`src/rtl/alu_op_sequencer.sv`:
```
// Issue/writeback sequencer wrapped around an external n-bit ALU: small register file, carry flag, debug read port.
// Optional build macro ALU_SEQ_ZERO_REG_EN: register 0 reads as zero and ignores writes.
module alu_op_sequencer #(
  parameter  int n    = 8,
  parameter  int REGS = 8,
  localparam int AW   = ($clog2(REGS) < 2) ? 2 : $clog2(REGS)
) (
  input  logic          clk,
  input  logic          rst,
  input  logic          instr_valid,
  output logic          instr_ready,
  input  logic [2:0]    instr_op,
  input  logic [AW-1:0] instr_rd,
  input  logic [AW-1:0] instr_rs,
  input  logic [AW-1:0] instr_rt,
  output logic [n-1:0]  alu_r2,
  output logic [n-1:0]  alu_r3,
  output logic [2:0]    alu_op,
  input  logic [n-1:0]  alu_r1,
  input  logic          alu_c_out,
  input  logic          alu_c_out2,
  output logic          done,
  output logic [AW-1:0] done_rd,
  output logic [n-1:0]  done_data,
  output logic          illegal,
  output logic          carry,
  input  logic [AW-1:0] dbg_addr,
  output logic [n-1:0]  dbg_data
);

  typedef enum logic {IDLE, EXEC} state_t;

  localparam logic [2:0] OP_ADD     = 3'b010;
  localparam logic [2:0] OP_SUB     = 3'b011;
  localparam logic [2:0] OP_ILLEGAL = 3'b111;

  state_t          state;
  logic [n-1:0]    rf [REGS];
  logic [AW-1:0]   rd_p0;
  logic            wr_en_p1;

  function automatic logic [n-1:0] rf_read(input logic [AW-1:0] addr);
`ifdef ALU_SEQ_ZERO_REG_EN
    if (addr == '0) return '0;
`endif
    return rf[addr];
  endfunction

  assign instr_ready = (state == IDLE);

`ifdef ALU_SEQ_ZERO_REG_EN
  assign wr_en_p1 = (alu_op != OP_ILLEGAL) && (rd_p0 != '0);
`else
  assign wr_en_p1 = (alu_op != OP_ILLEGAL);
`endif

  always_ff @(posedge clk) begin
    if (rst) begin
      state     <= IDLE;
      for (int i = 0; i < REGS; i++) rf[i] <= '0;
      alu_r2    <= '0;
      alu_r3    <= '0;
      alu_op    <= '0;
      rd_p0     <= '0;
      done      <= 1'b0;
      done_rd   <= '0;
      done_data <= '0;
      illegal   <= 1'b0;
      carry     <= 1'b0;
      dbg_data  <= '0;
    end else begin
      done     <= 1'b0;
      illegal  <= 1'b0;
      // Sampled before any same-edge writeback, so a colliding write shows up one cycle later.
      dbg_data <= rf_read(dbg_addr);
      case (state)
        IDLE: begin
          // p0: operands and op launched toward the ALU
          if (instr_valid) begin
            alu_op <= instr_op;
            alu_r2 <= rf_read(instr_rs);
            alu_r3 <= rf_read(instr_rt);
            rd_p0  <= instr_rd;
            state  <= EXEC;
          end
        end
        EXEC: begin
          // p1: ALU result retired into the register file
          if (wr_en_p1) rf[rd_p0] <= alu_r1;
          if (alu_op == OP_ADD) carry <= alu_c_out;
          if (alu_op == OP_SUB) carry <= alu_c_out2;
          done      <= 1'b1;
          done_rd   <= rd_p0;
          done_data <= alu_r1;
          illegal   <= (alu_op == OP_ILLEGAL);
          state     <= IDLE;
        end
        default: state <= IDLE;
      endcase
    end
  end

endmodule

```
`config.mk`:
```
export PLATFORM = sky130hd
export DESIGN_NAME = alu_op_sequencer
export DESIGN_NICKNAME = d
export VERILOG_FILES = /design/src/rtl/alu_op_sequencer.sv
export SDC_FILE = /design/constraint.sdc
export NUM_CORES = 1
export LEC_CHECK = 0
export BUFFER_PORTS_ARGS = -buffer_cell sky130_fd_sc_hd__buf_2
export CAP_MARGIN = 20
export CORE_MARGIN = 5
export CORE_UTILIZATION = 50
export DETAILED_ROUTE_END_ITERATION = 8
export PLACE_DENSITY = 0.73
export SLEW_MARGIN = 40
export SYNTH_ARGS = -nofsm -noshare
export SYNTH_HDL_FRONTEND = slang
export SYNTH_SLANG_ARGS = --single-unit
```
`constraint.sdc`:
```
create_clock -name clk -period 1.99 [get_ports clk]
set_input_delay 0.4975 -clock clk [delete_from_list [all_inputs] [get_ports clk]]
set_output_delay 0.4975 -clock clk [all_outputs]
set_load 0.02 [all_outputs]
```
==> flow_metrics.tcl <==
set metrics [dict create \
    worst_pin_slew_ns 0.610 \
    cp_data_arrival_time_ns 1.15 \
    grt_overflow 0 \
    synth_nets 510 \
    grt_pass1_vias 4028 \
    nNetsFinal 580 \
    die_h_um 114 \
    ant_nets 0 \
    drt-vias-per-instance 5.82 \
    start_kind "register" \
    ctsHoldBuffers 0 \
    ir_worst_vdd_mv 0.404 \
    synth_area_um2 5430 \
    vias 4060 \
    final_max_slew_viol_count 0 \
    root_buffer "clkbuf_8" \
    die_area_um2 13000 \
    cts.path.max_buffers 2 \
    worst_setup_path_end_kind "output pin" \
    grt_pass1_wl_mm 22.0 \
    placed_area_um2 5980 \
    start_util_pct 50.5 \
    synth_cells 482 \
    antenna_found_initial 0 \
    place_ws_ns 0.206 \
    fmax_mhz 605 \
    critPathLaunch "state" \
    worst_slack_ns 0.338 \
    drtIter0Drc 407 \
    clkSinkCount 109 \
    cts_tree "built" \
    post_cts_buffers 0 \
    regToRegStartpoint "alu_op[0]" \
    critPathKind "register to output pin" \
    path_cells "inv_1 -> buf_2" \
    p_leak_nw 2.58 \
    max_stage_delay_ns 0.45 \
    slew_headroom_pct 59.3 \
    ctsResizeCount 0 \
    final_common_cell "nor2_1" \
    yosysSeqAreaShare_pct 52.0 \
    post_drt_wl_per_cell_um 20.3 \
    pin_count 70 \
    synthToLayoutAreaGrowth_pct 13.3 \
    tns_ns 0 \
    multi_input_area_um2 2380 \
    grt_setup_unrepaired "false" \
    cts_inserted_buffers 9 \
    final_area_um2 6150 \
    drc 0 \
    fillCellCount 924 \
    fin_skew_ns 0.0142 \
    ys_ff_latch 109 \
    drive_above_1_share_pct 22.1 \
    globalplace.congestion 0.842 \
    period_share_pct 83.0 \
    rows 38 \
    ys_warn_count 0 \
    hp-class "input pin to register" \
    crit_path_top_delay_cell "dfxtp_1" \
    outcome "finished, final reports clean" \
    synth.distinct_cells 29 \
    seq_area_um2 2820 \
    grt_max_degree 44 \
    finalHoldViolCount 0 \
    drv_cap 0 \
    grt_usage_pct 22.5 \
    fin_crit_ns 1.65 \
    mostFrequentLayoutCells "nor2_1, mux2i_1, buf_2" \
    coreArea_um2 10700 \
    finalSetupViolations 0 \
    avgSynthCellArea_um2 11.3 \
    min_from "instr_rd[1]" \
    worstPathMaxFanout 5 \
    clk_latency_ns 0.38 \
    ys.flop_type "edfxtp_1" \
    post-route-util_pct 57.2 \
    h-tree-depth 3 \
    routed_wl_mm 14.2 \
    dp_hpwl_mm 10.2 \
    worstPathRequired_ns 1.49 \
    powerDensity_nw_per_um2 737 \
    die_width_um 114 \
    clk_pin_slew_ns 0.10 \
    synthArstFlopShare_pct 0 \
    synth_edf_count 64 \
    io_buffers 69 \
    antennaDiodeCount 0 \
    first_pass_iters 5 \
]
## registers in the layout (all words and copies together) (netlist names)
register   flops
state          1
carry          1
done           1
alu_r3         8
alu_r2         8
alu_op         3
done_rd        3
done_data      8
illegal        1
dbg_data       8
rf            64
rd_p0          3
## layout make-up
cell class | count | share of cell area [%]
multi-input combinational | 334 | 38.7
timing repair buffer | 94 | 9.48
sequential | 109 | 45.9
clock inverter | 4 | 0.427
clock buffer | 12 | 2.36
inverter | 4 | 0.244
tap | 140 | 2.85
## worst max-delay path, delay by kind of cell, from the launching register on
kind     cells  cell delay, ns
flops        1            0.45
buf+inv      2            0.34
## power by group
part | switching (mW) | internal, mW | total [mW]
logic | 0.429 | 0.288 | 0.717
clock network | 0.749 | 0.490 | 1.24
registers | 0.0789 | 2.49 | 2.57
total | 1.26 | 3.27 | 4.53
## kinds of logic after synthesis
logic type | count (synthesis) | share of synthesized area [%]
and+or+nand+nor | 171 | 13.8
buffers and inverters | 39 | 4.17
DFF | 109 | 52.0
AOI/OAI and AO/OA | 63 | 7.47
muxes | 100 | 22.6
## synthesized netlist by cell type (2+ instances only)
cell | instances | share of area [%]
nor2_1 | 92 | 6.4
nor2_2 | 2 | 0.23
o21ai_0 | 5 | 0.46
a21oi_1 | 22 | 2.0
buf_2 | 12 | 1.1
inv_1 | 3 | 0.21
nor3_1 | 16 | 1.5
edfxtp_1 | 64 | 35
mux2i_1 | 84 | 15
nor2b_1 | 5 | 0.58
mux4_2 | 10 | 4.2
dfxtp_1 | 45 | 17
mux4_1 | 6 | 2.9
buf_4 | 9 | 1.2
buf_6 | 2 | 0.42
nand2_1 | 32 | 2.2
and2_1 | 18 | 2.1
o31ai_1 | 3 | 0.42
clkbuf_1 | 11 | 0.76
a22oi_1 | 32 | 4.4
## final timing paths
path | to | slack (ns) | cells after the start
worst max-delay path | instr_ready | 0.34 | 2
worst min-delay path | rd_p0[1] | 0.35 | 3
worst max register to register | rf[0][6] | 0.35 | 4
worst min register to register | alu_r2[1] | 0.50 | 2
## metal layers
metal | vias to the layer above | global-route usage, % | share of wire [%]
li1 | 1886 | - | -
met1 | 1928 | 28.4 | 38
met2 | 215 | 37.9 | 49
met3 | 31 | 3.86 | 9.4
met4 | 0 | 9.98 | 3.6
met5 | - | 0 | 0
## metrics by stage
step	instances	hold slack [ns]	total power [mW]
after global placement	681	0.470	3.32
after detailed placement	681	0.484	3.34
after global routing	697	0.339	4.69
after floorplan	482	0.478	3.08
after CTS	697	0.340	4.53
final	697	0.351	4.53
Note: power is estimated with default switching activity, not from simulation.
